`src/rtl/enum_code_tx.sv`:
```
// Burst generator for enum_t codes (ONE -> TWO -> THREE -> ONE ...) on a
// valid/ready stream, with early abort and per-burst beat accounting.
module enum_code_tx #(
  parameter int WIDTH = 8,
  parameter int CNT_W = 8
) (
  input  logic             clk,
  input  logic             rst_n,
  input  logic             start,
  input  logic [CNT_W-1:0] burst_len,
  input  logic             abort,
  output logic             out_valid,
  input  logic             out_ready,
  output logic [WIDTH-1:0] out_code,
  output logic             out_last,
  output logic             busy,
  output logic             done,
  output logic             aborted,
  output logic [CNT_W-1:0] beat_cnt
);

  typedef enum logic [1:0] {IDLE, SEND, DONE} state_t;
  typedef enum logic [WIDTH-1:0] {
    ONE   = WIDTH'(0),
    TWO   = WIDTH'(1),
    THREE = WIDTH'(2)
  } enum_t;

  state_t           state, state_nx;
  enum_t            code, code_nx;
  logic [CNT_W-1:0] remaining, remaining_nx;
  logic [CNT_W-1:0] cnt, cnt_nx;
  logic             ab_r, ab_nx;

  always_ff @(posedge clk or negedge rst_n) begin
    if (!rst_n) begin
      state     <= IDLE;
      code      <= ONE;
      remaining <= '0;
      cnt       <= '0;
      ab_r      <= 1'b0;
    end else begin
      state     <= state_nx;
      code      <= code_nx;
      remaining <= remaining_nx;
      cnt       <= cnt_nx;
      ab_r      <= ab_nx;
    end
  end

  always_comb begin
    state_nx     = state;
    code_nx      = code;
    remaining_nx = remaining;
    cnt_nx       = cnt;
    ab_nx        = ab_r;
    case (state)
      IDLE: begin
        if (start) begin
          cnt_nx  = '0;
          ab_nx   = 1'b0;
          code_nx = ONE;
          if (burst_len != '0) begin
            remaining_nx = burst_len;
            state_nx     = SEND;
          end else begin
            state_nx = DONE;
          end
        end
      end
      SEND: begin
        if (out_ready) begin
          cnt_nx       = cnt + CNT_W'(1);
          remaining_nx = remaining - CNT_W'(1);
          case (code)
            ONE:     code_nx = TWO;
            TWO:     code_nx = THREE;
            default: code_nx = ONE;
          endcase
          // The final transfer wins over a coincident abort.
          if (remaining == CNT_W'(1)) begin
            state_nx = DONE;
          end else if (abort) begin
            state_nx = DONE;
            ab_nx    = 1'b1;
          end
        end else if (abort) begin
          state_nx = DONE;
          ab_nx    = 1'b1;
        end
      end
      DONE:    state_nx = IDLE;
      default: state_nx = IDLE;
    endcase
  end

  assign out_valid = (state == SEND);
  assign out_code  = code;
  assign out_last  = (state == SEND) && (remaining == CNT_W'(1));
  assign busy      = (state != IDLE);
  assign done      = (state == DONE);
  assign aborted   = ab_r;
  assign beat_cnt  = cnt;

endmodule

```
`config.mk`:
```
export PLATFORM = sky130hd
export DESIGN_NAME = enum_code_tx
export DESIGN_NICKNAME = d
export VERILOG_FILES = /design/src/rtl/enum_code_tx.sv
export SDC_FILE = /design/constraint.sdc
export NUM_CORES = 1
export LEC_CHECK = 0
export ABC_AREA = 0
export CAP_MARGIN = 20
export CELL_PAD_IN_SITES_DETAIL_PLACEMENT = 0
export CELL_PAD_IN_SITES_GLOBAL_PLACEMENT = 1
export CORE_MARGIN = 3
export CORE_UTILIZATION = 40
export CTS_BUF_LIST = sky130_fd_sc_hd__clkbuf_4
export DETAILED_ROUTE_END_ITERATION = 12
export GPL_TIMING_DRIVEN = 0
export PLACE_DENSITY_LB_ADDON = 0.1
export RECOVER_POWER = 50
export SLEW_MARGIN = 20
export SYNTH_ARGS = -nofsm -noshare
export SYNTH_HDL_FRONTEND = slang
export SYNTH_SLANG_ARGS = --single-unit
```
`constraint.sdc`:
```
create_clock -name clk -period 3.5 [get_ports clk]
set_input_delay 0.7 -clock clk [delete_from_list [all_inputs] [get_ports clk]]
set_output_delay 0.7 -clock clk [all_outputs]
set_load 0.03 [all_outputs]
```
==> summary.txt <==
Root Buffer - clkbuf_4
Netlist cell types - 39
Global-route wire length before repair - 4780 um
H-Tree Depth - 1
Die H - 62.2 um
CP max-delay cell - nor4_1
Non-Filler Instances - 212
Pre-Repair DR Iteration Count - 4
Post_cts resized - 0
Drt drc - 0
Largest net degree at the start of global routing - 22
Seq pwr share - 34.2%
RSZ-0062 raised after global routing - no
Peak supply drop - 343 uV
Crit-path cells - nor4_1 > and3_1 > clkdlybuf4s50_1
I/O pin total - 34
Final setup vio count - 0
Cell Area, Synth - 1260 um2
Final Hold Viols - 0
Required @ worst endpoint - 2.80 ns
Setup crit end kind - output pin
Worst setup margin - 0.407 ns
HPWL after detailed placement - 2120 um
Worst-Skew Late Latency - 0.31 ns
Setup crit start kind - register
Chip Width - 62.2 um
CTS tree - built
Initial antenna violation count - 0
Row count - 19
Status - finished, final reports clean
Sum of negative setup slack - 0 ns
Internal - 642 uW
Synth Register Bits - 21
Fin crit period - 3.09 ns
Switching share of power - 46.2%
Final period util - 88.4%
Core area - 2880 um2
Initial Util - 43.8%
Grt met3 use - 4.14%
Dpl ws - 0.821 ns
Drt wl/cell - 13.4 um
Pins Over Slew Limit - 0
GRT Overall Usage - 15.1%
DR iter-0 viols - 50
CP arrival - 2.39 ns
Area grow syn2layout - 28.9%
Overall power - 1.19 mW
Die ar. - 3860 um2
Relative slew slack - 35.6%
Switching power - 550 uW
Lkg Pwr - 0.685 nW
Combinational power share - 55.4%
Via/cell ratio - 5.08
Kind of critical path - reg2out
Min-delay worst type - reg2reg
Gpl congestion - 0.833
Placed cell count - 208
Total number of vias - 1077
Met1 global-route usage - 20.6%
Cts bufs inserted - 3
Grt peak-use layer - met2
Hold slack - 0.512 ns
FFs w/ async S/R, synth - 100%
Crit-path max cell delay - 0.70 ns
Yosys warns - 0
Setup Skew - 0.00413 ns
PortBufs - 27
Hold buffer count at cts - 0
Final wirelength - 2830 um
Post-synthesis cell count - 134
Sink Count - 21
Share of cells above drive strength 1 - 13.5%
ANT nets after route - 0
Buffers inserted by post-CTS timing repair - 0
CP Max Fanout - 6
Gr ovfl total - 0
Worst Max-Slew Pin Slew - 0.963 ns
Met2 GRT Util - 22.4%
Fillcell total - 280
Nets - 187
Max_cap viols - 0
Number of synthesized flops with an enable pin - 0
Antenna cells - 0
Synthesized area per cell - 9.41 um2
Highest clock rate - 323 MHz
Clk slew on worst S/H paths - 0.12 ns
Vias in the first global route - 1030
Sequential element share of the synthesized area - 41.7%
Clk pwr share - 10.4%
Synth Flop Type - dfrtp_1
Power Density - 734 nW/um2
Clock Path Buffers - 2
-- power by group through the flow --
stage	registers (mW)	clock network [mW]	logic [mW]
2_1_floorplan	0.447	0	0.424
3_3_place_gp	0.410	0	0.665
3_5_place_dp	0.411	0	0.671
4_1_cts	0.406	0.128	0.675
5_1_grt	0.422	0.143	0.722
6_report	0.408	0.124	0.661
-- cells in the mapped netlist (3+ instances only) --
library cell,n,area [um2]
nor3b_1,4,30.0
inv_1,4,15.0
nand3_1,4,20.0
nor4_1,4,25.0
ha_1,3,37.5
a21oi_1,7,35.0
nand4_1,3,18.8
buf_6,3,33.8
o21ai_0,11,55.1
nor2_1,16,60.1
dfrtp_1,21,526
nand2_1,11,41.3
o21ai_2,3,26.3
buf_4,6,45.0
xor2_1,4,35.0
-- layout by cell type (no fill, tap or decap), drive strengths merged, types with 5 or more instances in the layout --
| master | netlist | final |
|---|---|---|
| nor2 | 16 | 16 |
| clkbuf | 3 | 7 |
| o21ai | 14 | 14 |
| a21oi | 7 | 7 |
| conb | 1 | 6 |
| clkdlybuf4s50 | 0 | 25 |
| nand2 | 11 | 11 |
| buf | 9 | 8 |
| nor3b | 5 | 5 |
| dfrtp | 21 | 21 |
-- per-layer routing --
metal,vias up,share of wire [%]
met1,503,47
met2,29,45
met4,0,1.6
li1,540,-
met5,-,0
met3,5,5.4
-- final cells by class --
| cell class | instances | area, um2 | share of cell area [%] |
|---|---|---|---|
| inverter | 4 | 15.0 | 0.924 |
| buffer | 12 | 92.6 | 5.70 |
| timing repair buffer | 27 | 270 | 16.6 |
| sequential | 21 | 526 | 32.3 |
| tap | 42 | 52.6 | 3.23 |
| clock inverter | 1 | 7.51 | 0.462 |
| multi-input combinational | 102 | 639 | 39.3 |
| clock buffer | 3 | 22.5 | 1.39 |
-- path summary, 6_finish.rpt --
check	depth (start not counted)	startpoint	endpoint	slack, ns
hold / removal	2	aborted	aborted	0.51
max in group asynchronous	1	rst_n	remaining[2]	1.95
setup reg to reg	7	state[1]	remaining[5]	1.65
setup / recovery	3	remaining[4]	out_last	0.41
hold reg to reg	2	aborted	aborted	0.51
min in group asynchronous	1	rst_n	beat_cnt[4]	0.97
-- per-stage QoR --
step	instance area [um2]	utilization (%)
finish	1630	56.5
global route	1630	56.5
CTS	1630	56.8
detailed placement	1600	55.7
global placement	1600	55.7
floorplan	1280	-
-- worst max-delay path, delay by kind of cell, from the launching register on --
kind                   cells  cell delay (ns)
and+or+nand+nor            2             0.95
buffers and inverters      1             0.68
DFF                        1             0.45
-- cell families (layout without fill, tap and decap cells) --
family | after synthesis | count (layout) | share of synthesized area (%)
flip-flops | 21 | 21 | 41.7
AND/OR/NAND/NOR | 54 | 54 | 23.2
other | 1 | 6 | 0.297
AO/OA/AOI/OAI | 31 | 31 | 16.9
multiplexers | 2 | 2 | 1.69
adder cells (fa/ha/maj) | 3 | 3 | 2.98
XOR/XNOR | 6 | 6 | 4.17
buffers and inverters | 16 | 47 | 9.13
-- flip-flops by register name (all words and copies together) (netlist names) --
register   count
beat_cnt       8
out_code       2
state          2
aborted        1
remaining      8
Power figures use the tool's default switching activity.
